`config.mk`:
```
export PLATFORM = sky130hd
export DESIGN_NAME = sc_stream_sched_flat
export DESIGN_NICKNAME = d
export VERILOG_FILES = /design/src/rtl/sc_stream_sched_pkg.sv /design/src/rtl/sc_stream_sched_if.sv /design/src/rtl/sc_stream_sched_counter.sv /design/src/rtl/sc_stream_sched.sv /design/src/flat_wrapper.sv
export SDC_FILE = /design/constraint.sdc
export NUM_CORES = 1
export LEC_CHECK = 0
export CELL_PAD_IN_SITES_DETAIL_PLACEMENT = 0
export CELL_PAD_IN_SITES_GLOBAL_PLACEMENT = 1
export CORE_MARGIN = 1.5
export CORE_UTILIZATION = 35
export CTS_BUF_LIST = sky130_fd_sc_hd__clkbuf_8
export DETAILED_ROUTE_END_ITERATION = 8
export PLACE_DENSITY = 0.87
export SYNTH_ARGS = -nofsm -noshare
export SYNTH_HDL_FRONTEND = slang
export SYNTH_SLANG_ARGS = --single-unit
export TNS_END_PERCENT = 10
```
`constraint.sdc`:
```
create_clock -name clk -period 3.3 [get_ports clk]
set_input_delay 0.495 -clock clk [delete_from_list [all_inputs] [get_ports clk]]
set_output_delay 0.495 -clock clk [all_outputs]
set_load 0.01 [all_outputs]
```
`src/rtl/sc_stream_sched_pkg.sv`:
```
// Shared types and default widths for the stochastic stream scheduler.
package sc_pkg;

    localparam int SC_N_DEF    = 8;
    localparam int SC_NREQ_DEF = 4;

    typedef enum logic [1:0] {
        S_IDLE,
        S_LOAD,
        S_RUN,
        S_DONE
    } state_t;

endpackage

```
`src/rtl/sc_stream_sched_if.sv`:
```
// Requester/consumer bundle of the stream scheduler.
interface sc_stream_sched_if
    import sc_pkg::*;
#(
    parameter int N    = SC_N_DEF,
    parameter int NREQ = SC_NREQ_DEF
) ();

    logic [NREQ-1:0]         req;
    logic [NREQ*N-1:0]       value;
    logic                    bit_ready;
    logic [NREQ-1:0]         gnt;
    logic [$clog2(NREQ)-1:0] gnt_id;
    logic                    bit_out;
    logic                    bit_valid;
    logic                    done;
    logic                    busy;

    modport master (
        output req, value, bit_ready,
        input  gnt, gnt_id, bit_out, bit_valid, done, busy
    );

    modport slave (
        input  req, value, bit_ready,
        output gnt, gnt_id, bit_out, bit_valid, done, busy
    );

endinterface

```
`src/rtl/sc_stream_sched_counter.sv`:
```
// Sequence counter: enable, synchronous restart, natural wrap at 2^N-1.
module sc_seq_counter #(
    parameter int N = 8
) (
    input  logic         clk,
    input  logic         rst,
    input  logic         i_en,
    input  logic         i_restart,
    output logic [N-1:0] o_count
);

    logic [N-1:0] r_count;

    always_ff @(posedge clk or negedge rst) begin
        if (!rst) begin
            r_count <= '0;
        end else if (i_restart) begin
            r_count <= '0;
        end else if (i_en) begin
            r_count <= r_count + N'(1);
        end
    end

    assign o_count = r_count;

endmodule

```
`src/rtl/sc_stream_sched.sv`:
```
// Round-robin scheduler emitting one 2^N-bit stochastic stream per grant.
// Define SC_STREAM_SCHED_REVERSE_EN to compare against the bit-reversed count.
module sc_stream_sched
    import sc_pkg::*;
#(
    parameter int N    = SC_N_DEF,
    parameter int NREQ = SC_NREQ_DEF
) (
    input logic              clk,
    input logic              rst,
    sc_stream_sched_if.slave s
);

    localparam int IW = $clog2(NREQ);

    state_t          r_state;
    logic [N-1:0]    r_op;
    logic [IW-1:0]   r_last;
    logic [IW-1:0]   r_id;
    logic [NREQ-1:0] r_gnt;
    logic            r_valid;
    logic            r_done;
    logic            r_busy;

    logic [N-1:0]    w_cnt;
    logic [N-1:0]    w_cmp;
    logic            w_any;
    logic [IW-1:0]   w_win;
    logic            w_abort;
    logic            w_acc;
    logic            w_end;
    logic            w_restart;

    // First requester found walking upward from the last grant, with wrap.
    always_comb begin
        w_any = 1'b0;
        w_win = '0;
        for (int k = 1; k <= NREQ; k++) begin
            int j;
            j = int'(r_last) + k;
            if (j >= NREQ) j = j - NREQ;
            if (!w_any && s.req[j]) begin
                w_any = 1'b1;
                w_win = IW'(j);
            end
        end
    end

    assign w_abort   = !s.req[r_id];
    assign w_acc     = r_valid && s.bit_ready;
    assign w_end     = w_acc && (&w_cnt);
    assign w_restart = (r_state == S_LOAD);

    sc_seq_counter #(.N(N)) u_cnt (
        .clk       (clk),
        .rst       (rst),
        .i_en      (w_acc),
        .i_restart (w_restart),
        .o_count   (w_cnt)
    );

`ifdef SC_STREAM_SCHED_REVERSE_EN
    for (genvar i = 0; i < N; i++) begin : g_rev
        assign w_cmp[i] = w_cnt[N-1-i];
    end
`else
    assign w_cmp = w_cnt;
`endif

    always_ff @(posedge clk or negedge rst) begin
        if (!rst) begin
            r_state <= S_IDLE;
            r_op    <= '0;
            r_last  <= IW'(NREQ - 1);
            r_id    <= '0;
            r_gnt   <= '0;
            r_valid <= 1'b0;
            r_done  <= 1'b0;
            r_busy  <= 1'b0;
        end else begin
            r_done <= 1'b0;
            unique case (r_state)
                S_IDLE: begin
                    if (w_any) begin
                        r_state <= S_LOAD;
                        r_gnt   <= NREQ'(1) << w_win;
                        r_id    <= w_win;
                        r_op    <= s.value[int'(w_win)*N +: N];
                        r_busy  <= 1'b1;
                    end
                end
                S_LOAD, S_RUN: begin
                    // A dropped request ends the stream silently.
                    if (w_abort) begin
                        r_state <= S_IDLE;
                        r_last  <= r_id;
                        r_id    <= '0;
                        r_gnt   <= '0;
                        r_valid <= 1'b0;
                        r_busy  <= 1'b0;
                    end else if (r_state == S_LOAD) begin
                        r_state <= S_RUN;
                        r_valid <= 1'b1;
                    end else if (w_end) begin
                        r_state <= S_DONE;
                        r_valid <= 1'b0;
                        r_done  <= 1'b1;
                    end
                end
                S_DONE: begin
                    r_state <= S_IDLE;
                    r_last  <= r_id;
                    r_id    <= '0;
                    r_gnt   <= '0;
                    r_busy  <= 1'b0;
                end
                default: r_state <= S_IDLE;
            endcase
        end
    end

    assign s.gnt       = r_gnt;
    assign s.gnt_id    = r_id;
    assign s.bit_valid = r_valid;
    assign s.bit_out   = r_valid && (r_op > w_cmp);
    assign s.done      = r_done;
    assign s.busy      = r_busy;

endmodule

```
`src/flat_wrapper.sv`:
```
// flat-port wrapper written by rule: the top's interface ports become plain ports
module sc_stream_sched_flat import sc_pkg::*;
#(
    parameter int N    = SC_N_DEF,
    parameter int NREQ = SC_NREQ_DEF
)
  (clk, rst, s_req, s_value, s_bit_ready, s_gnt, s_gnt_id, s_bit_out, s_bit_valid, s_done, s_busy);
  sc_stream_sched_if #(.N(N), .NREQ(NREQ)) s_i ();
  input logic clk;
  input logic rst;
  input wire logic [$bits(s_i.req)-1:0] s_req;
  input wire logic [$bits(s_i.value)-1:0] s_value;
  input wire logic [$bits(s_i.bit_ready)-1:0] s_bit_ready;
  output wire logic [$bits(s_i.gnt)-1:0] s_gnt;
  output wire logic [$bits(s_i.gnt_id)-1:0] s_gnt_id;
  output wire logic [$bits(s_i.bit_out)-1:0] s_bit_out;
  output wire logic [$bits(s_i.bit_valid)-1:0] s_bit_valid;
  output wire logic [$bits(s_i.done)-1:0] s_done;
  output wire logic [$bits(s_i.busy)-1:0] s_busy;
  assign s_i.req = s_req;
  assign s_i.value = s_value;
  assign s_i.bit_ready = s_bit_ready;
  assign s_gnt = s_i.gnt;
  assign s_gnt_id = s_i.gnt_id;
  assign s_bit_out = s_i.bit_out;
  assign s_bit_valid = s_i.bit_valid;
  assign s_done = s_i.done;
  assign s_busy = s_i.busy;
  sc_stream_sched #(.N(N), .NREQ(NREQ)) u_core (.clk(clk), .rst(rst), .s(s_i));
endmodule
```
==> flow_summary_export.csv, run 1 <==
group,metric,value,unit
route,vias_per_cell,5.05,
logic_synthesis,yosys-top-cells-area,"dfrtp_1 34%, a211oi_2 8.9%, ha_1 8.2%",
logic_synthesis,synthDistinctLibCells,46,
sta,finalSetupTns,0,ns
sta,period_needed,2.75,ns
route,drt_wl_total,4.70,mm
global_route,grt_max_degree,30,
place,dp.cells,318,
logic_synthesis,synth_common_cells,"27 x dfrtp_1, 22 x nor2_1, 21 x inv_1, 15 x nand2_1, 14 x a211oi_2",
clock_network,cts_tree,"done",
floorplan,die-area,6100,µm²
logic_synthesis,syn_avg_cell_area,9.83,µm²
sta,slew_viol_final,0,
clock_network,ctsHoldBuffers,0,
floorplan,rows,27,
clock_network,cts.clk_slew.worst_paths,0.06,ns
sta,fmax,364,MHz
sta,setup_violations,0,
final_layout,diodes,0,
worst_setup_path,start_kind,"register",
place,gp_congestion,0.833,
logic_synthesis,ys_ff_latch,29,
route,drtIter0Drc,88,
sta,rsz0062_at_grt,"no",
place,port_buffers,48,
clock_network,cts_buffers,5,
worst_setup_path,endpoint_kind,"output pin",
worst_hold_path,hp-class,"reg -> reg",
global_route,grt_overflow,0,
final_layout,final_cells,326,
sta,slew-limit-headroom,69.6,%
clock_network,post_cts_resized,0,
final_layout,drive_gt1_share,14.6,%
logic_synthesis,ys_async_sr_fraction,100,%
logic_synthesis,postSynthCellCount,201,
logic_synthesis,yosysWarnings,0,
logic_synthesis,yosysMostFrequentCell,"dfrtp_1",
worst_setup_path,crit_arrival,2.25,ns
final_layout,fin_util,47.8,%
global_route,track_usage,15.4,%
clock_network,clock_path_buffers,2,
sta,final-hold-violation-count,0,
logic_synthesis,yosys.area.top_type_share,34.2,%
clock_network,cts_setup_buffers,0,
global_route,antenna_found_initial,0,
route,num_vias,1645,
route,drtPass1Iterations,5,
floorplan,die_w,78.1,µm
route,ant_nets,0,
route,drc,0,
floorplan,start_util,36.1,%
logic_synthesis,yosys_most_used_dff,"dfrtp_1",
route,avgRoutedWirePerCell,14.4,µm
clock_network,clock-sinks,29,
logic_synthesis,postSynthNetCount,253,
logic_synthesis,ys_seq_area_share,36.9,%
place,dp_hpwl,3.57,mm
floorplan,die_height,78.1,µm
sta,clock_skew,0.0105,ns
clock_network,clock_latency,0.28,ns
pwr,ir_drop,0.000413,V
worst_setup_path,cp_data_required_time,2.80,ns
pwr,p_leak,1.11,nW
status,status,"completed",
run,max_cap_violations,0,
clock_network,htreeDepth,2,
logic_synthesis,synth_top_cell_by_area,"dfrtp_1",
floorplan,core,5470,µm²
worst_setup_path,critPathMaxFanout,4,
final_layout,syn2layout_area_growth,32.4,%
global_route,grt_pass1_vias,1558,
worst_setup_path,critical_path_class,"reg -> out",
floorplan,io-pin-count,49,
final_layout,nets,305,
pwr,p_per_area,726,nW/µm²
sta,layout_worst_path_cycle_share,83.3,%
global_route,grt_pass1_wl,7.44,mm
sta,tightest_slew,0.452,ns
logic_synthesis,synth_area,1980,µm²
logic_synthesis,synth-edff-count,0,
clock_network,clockRootBuffer,"clkbuf_8",
==> cell type report <==
class / count / area (µm²)
clock inverter: 2 / 7.51
timing repair buffer: 52 / 523
multi-input combinational: 144 / 1100
inverter: 21 / 78.8
sequential: 29 / 728
fill: 535 / 2860
tap: 72 / 90.1
clock buffer: 6 / 82.6
==> final timing paths <==
kind	start	to	slack (ns)	depth (start not counted)
worst max-delay path	u_core.u_cnt.o_count[1]$_DFFE_PN0P_	s_bit_out	0.55	8
worst min-delay path	u_core.s.busy$_DFFE_PN0P_	u_core.s.busy$_DFFE_PN0P_	0.53	2
worst max register to register	u_core.r_last[0]$_DFFE_PN1P_	u_core.r_op[7]$_DFFE_PN0P_	1.18	6
min in group asynchronous	rst	u_core.r_op[4]$_DFFE_PN0P_	0.61	2
worst min register to register	u_core.s.busy$_DFFE_PN0P_	u_core.s.busy$_DFFE_PN0P_	0.53	2
max in group asynchronous	rst	u_core.r_last[0]$_DFFE_PN1P_	2.37	2
==> where the power goes <==
| part | leakage (nW) | total, mW | switching, mW | internal, mW |
|---|---|---|---|---|
| Clock | 0.0538 | 0.294 | 0.130 | 0.164 |
| Combinational | 0.690 | 1.01 | 0.527 | 0.486 |
| Sequential | 0.364 | 0.593 | 0.108 | 0.485 |
| Total | 1.11 | 1.90 | 0.765 | 1.13 |
==> flip-flops by register name, indices dropped and copies added (netlist names) <==
| signal | flops |
|---|---|
| u_core.r_op | 8 |
| u_core.u_cnt.o_count | 8 |
| u_core.s.gnt | 4 |
| u_core.r_last | 2 |
| u_core.r_state | 2 |
| u_core.s.gnt_id | 2 |
| u_core.s.bit_valid | 1 |
| u_core.s.busy | 1 |
| u_core.s.done | 1 |
==> kinds of logic (layout without fill, tap and decap cells) <==
logic type      after synthesis  after routing  share of synthesized area, %
simple gates                 65             65                          16.8
compound gates               49             49                          22.0
flops                        29             29                          36.9
buf+inv                      28             81                          7.22
fa+ha+maj                    13             13                          8.23
mux                          10             10                          5.76
xor+xnor                      7              7                          3.10
==> worst max-delay path, cell delays in order (launching register included) <==
cell,delay [ns]
dfrtp_1,0.38
inv_1,0.06
ha_1,0.30
nor2b_1,0.13
o21a_1,0.16
o21ai_0,0.15
a21oi_1,0.09
o221a_2,0.25
clkdlybuf4s50_1,0.47
==> stage by stage <==
step | total power [mW] | hold slack, ns | worst slack [ns] | area [µm²]
after floorplan | 1.31 | 0.199 | 1.37 | 1980
after global placement | 1.58 | 0.496 | 0.772 | 2520
after detailed placement | 1.61 | 0.483 | 0.659 | 2520
after CTS | 1.91 | 0.516 | 0.520 | 2620
after global routing | 2.04 | 0.536 | 0.359 | 2620
final | 1.90 | 0.527 | 0.551 | 2620
==> routing by layer <==
| layer | up-vias | wire (µm) | global-route usage (%) |
|---|---|---|---|
| met1 | 785 | 2320 | 22.0 |
| met3 | 5 | 245 | 3.37 |
| li1 | 815 | - | - |
| met4 | 0 | 46 | 3.75 |
| met2 | 40 | 2090 | 23.8 |
| met5 | - | 0 | 0 |
==> cell usage in the layout (no fill, tap or decap), types with 8 or more instances in the layout <==
master	count
nor2_1	22
nand2_1	15
inv_1	23
a31oi_1	9
dfrtp_1	27
a211oi_2	14
clkdlybuf4s50_1	48
ha_1	13
mux2i_1	8
(Power assumes the default switching activity.)
==> run 2: changes to the inputs <==
==> constraint.sdc (replaced) <==
create_clock -name clk -period 2.8 [get_ports clk]
set_input_delay 0.42 -clock clk [delete_from_list [all_inputs] [get_ports clk]]
set_output_delay 0.42 -clock clk [all_outputs]
set_load 0.01 [all_outputs]
==> run 2 against run 1 <==
Net effect:
- worst setup slack worse by 0.42 ns
- worst hold slack got worse by 0.026 ns
- wire length down 10%
- final cell count unchanged
- total power increased by 18%
- critical path type unchanged
- critical endpoint unchanged
- largest cell class unchanged
==> flow_summary_export.csv, run 2 (synthesis gave the netlist of run 1 again) <==
group,metric,value,unit
status,status,"completed",
clock_network,cts_setup_buffers,0,
pwr,cellInternalPower,1.36,mW
place,dpl_cell_area,2520,µm²
route,drc,0,
place,dp.cells,318,
route,avgRoutedWirePerCell,13.0,µm
final_layout,final_cell_mix,"48 x clkdlybuf4s50_1, 27 x dfrtp_1, 22 x nor2_1",
pwr,power_switching,871,µW
final_layout,nets,305,
floorplan,die-area,6100,µm²
route,drt_wl_total,4.23,mm
worst_setup_path,critical_path_class,"reg -> out",
worst_setup_path,endpoint_kind,"output pin",
global_route,grt_max_degree,30,
sta,setup_violations,0,
clock_network,clock_latency,0.28,ns
worst_hold_path,hp-class,"reg -> reg",
route,drtIter0Drc,81,
pwr,p_seq_share,30.9,%
global_route,grt_pass1_wl,7.33,mm
sta,clock_skew,0.00442,ns
floorplan,die_height,78.1,µm
final_layout,final_cells,326,
final_layout,drive_gt1_share,15.4,%
route,ant_nets,0,
worst_setup_path,critPathMaxFanout,4,
route,drtPass1Iterations,4,
pwr,comb_power_share,52.4,%
floorplan,die_w,78.1,µm
sta,fmax,375,MHz
worst_setup_path,cp_data_required_time,2.38,ns
floorplan,core,5470,µm²
worst_setup_path,crit_chain,"inv_1, ha_1, nor2b_1, o21a_1, o21ai_0, a21oi_1, o221a_2, clkdlybuf4s50_1",
final_layout,diodes,0,
pwr,p_sw_share,39.0,%
final_layout,final_common_cell,"clkdlybuf4s50_1",
global_route,grt_overflow,0,
sta,period_needed,2.67,ns
clock_network,clock-sinks,29,
sta,finalSetupTns,0,ns
worst_setup_path,start_kind,"register",
worst_setup_path,crit_arrival,2.25,ns
pwr,pwr-share-clk,16.8,%
run,max_cap_violations,0,
final_layout,syn2layout_area_growth,32.9,%
route,num_vias,1599,
clock_network,cts.clk_slew.worst_paths,0.06,ns
clock_network,htreeDepth,2,
floorplan,io-pin-count,49,
global_route,grt_pass1_vias,1611,
worst_setup_path,cpMaxStageDelayCell,"clkdlybuf4s50_1",
clock_network,clock_path_buffers,2,
sta,rsz0062_at_grt,"no",
final_layout,fillers,534,
pwr,p_leak,1.11,nW
pwr,p_per_area,851,nW/µm²
place,dp_hpwl,3.24,mm
clock_network,post_cts_resized,0,
clock_network,cts_buffers,5,
place,gp_congestion,0.822,
global_route,antenna_found_initial,0,
sta,slew-limit-headroom,68.0,%
final_layout,fin_area,2630,µm²
floorplan,start_util,36.1,%
clock_network,ctsHoldBuffers,0,
worst_setup_path,slowest_delay,0.47,ns
sta,slew_viol_final,0,
sta,tightest_slew,0.477,ns
clock_network,clockRootBuffer,"clkbuf_8",
route,vias_per_cell,4.90,
sta,layout_worst_path_cycle_share,95.3,%
place,port_buffers,48,
global_route,track_usage,15.0,%
pwr,ir_drop,0.000515,V
floorplan,rows,27,
sta,holdWs,0.501,ns
clock_network,cts_tree,"done",
sta,final-hold-violation-count,0,
[run 2: cell count changes in the layout (fill, tap and decap cells not counted), sizes merged]
cell / before / now
clkinv: 0 / 1
inv: 23 / 21
clkbuf: 6 / 7
[run 2: worst max-delay path: cells and delay by family (launching register included)]
family | cells | cell delay [ns]
AND/OR/NAND/NOR | 1 | 0.14
AO/OA/AOI/OAI | 4 | 0.63
buffers and inverters | 2 | 0.52
adder cells (fa/ha/maj) | 1 | 0.30
flip-flops | 1 | 0.38
[run 2: final timing paths]
kind / from / cells after the start / slack [ns] / end
worst min-delay path: u_core.s.gnt[3]$_DFFE_PN0P_ / 2 / 0.50 / u_core.s.gnt[3]$_DFFE_PN0P_
worst max-delay path: u_core.u_cnt.o_count[1]$_DFFE_PN0P_ / 8 / 0.13 / s_bit_out
max in group asynchronous: rst / 2 / 1.95 / u_core.r_last[0]$_DFFE_PN1P_
worst min register to register: u_core.s.gnt[3]$_DFFE_PN0P_ / 2 / 0.50 / u_core.s.gnt[3]$_DFFE_PN0P_
worst max register to register: u_core.r_last[0]$_DFFE_PN1P_ / 6 / 0.90 / u_core.r_op[6]$_DFFE_PN0P_
min in group asynchronous: rst / 2 / 0.53 / u_core.u_cnt.o_count[2]$_DFFE_PN0P_
[run 2: area by class of cell]
| cell class | instances | area, µm² | share of cell area (%) |
|---|---|---|---|
| inverters | 21 | 78.8 | 3.00 |
| clock inverters | 1 | 5.00 | 0.191 |
| repair buffers | 52 | 523 | 19.9 |
| flip-flops and latches | 29 | 728 | 27.7 |
| multi-input cells | 144 | 1100 | 42.1 |
| well taps | 72 | 90.1 | 3.43 |
| clock buffers | 7 | 96.3 | 3.67 |
[run 2: per-layer routing]
metal  up-vias  share of wire (%)  global-route usage, %
met5         -                  0                      0
met4         0               0.40                   3.39
met3         2                5.0                   4.53
met2        32                 46                   23.2
met1       749                 49                   20.6
li1        816                  -                      -
[run 2: power groups by stage]
stage                     Sequential, mW  Combinational (mW)  Clock [mW]
after floorplan                    0.682               0.863           0
after global placement             0.697                1.17           0
after detailed placement           0.697                1.18           0
after CTS                          0.692                1.18       0.384
after global routing               0.711                1.31       0.415
final                              0.689                1.17       0.375
[run 2: stage by stage]
stage                     total power [mW]  util (%)  setup slack, ns
final                                 2.23      48.0            0.131
after global routing                  2.43      48.0           0.0189
after CTS                             2.26      48.0            0.121
after detailed placement              1.88      46.1            0.428
after global placement                1.86      46.1            0.475
after floorplan                       1.55         -            0.949
==> run 3: changes to the inputs <==
--- a/config.mk
+++ b/config.mk
@@ -12,6 +12,7 @@
 export CTS_BUF_LIST = sky130_fd_sc_hd__clkbuf_8
 export DETAILED_ROUTE_END_ITERATION = 8
 export PLACE_DENSITY = 0.87
+export SLEW_MARGIN = 20
 export SYNTH_ARGS = -nofsm -noshare
 export SYNTH_HDL_FRONTEND = slang
 export SYNTH_SLANG_ARGS = --single-unit
==> results of run 3 <==
Final layout, timing and power as in run 2 (identical DEF).
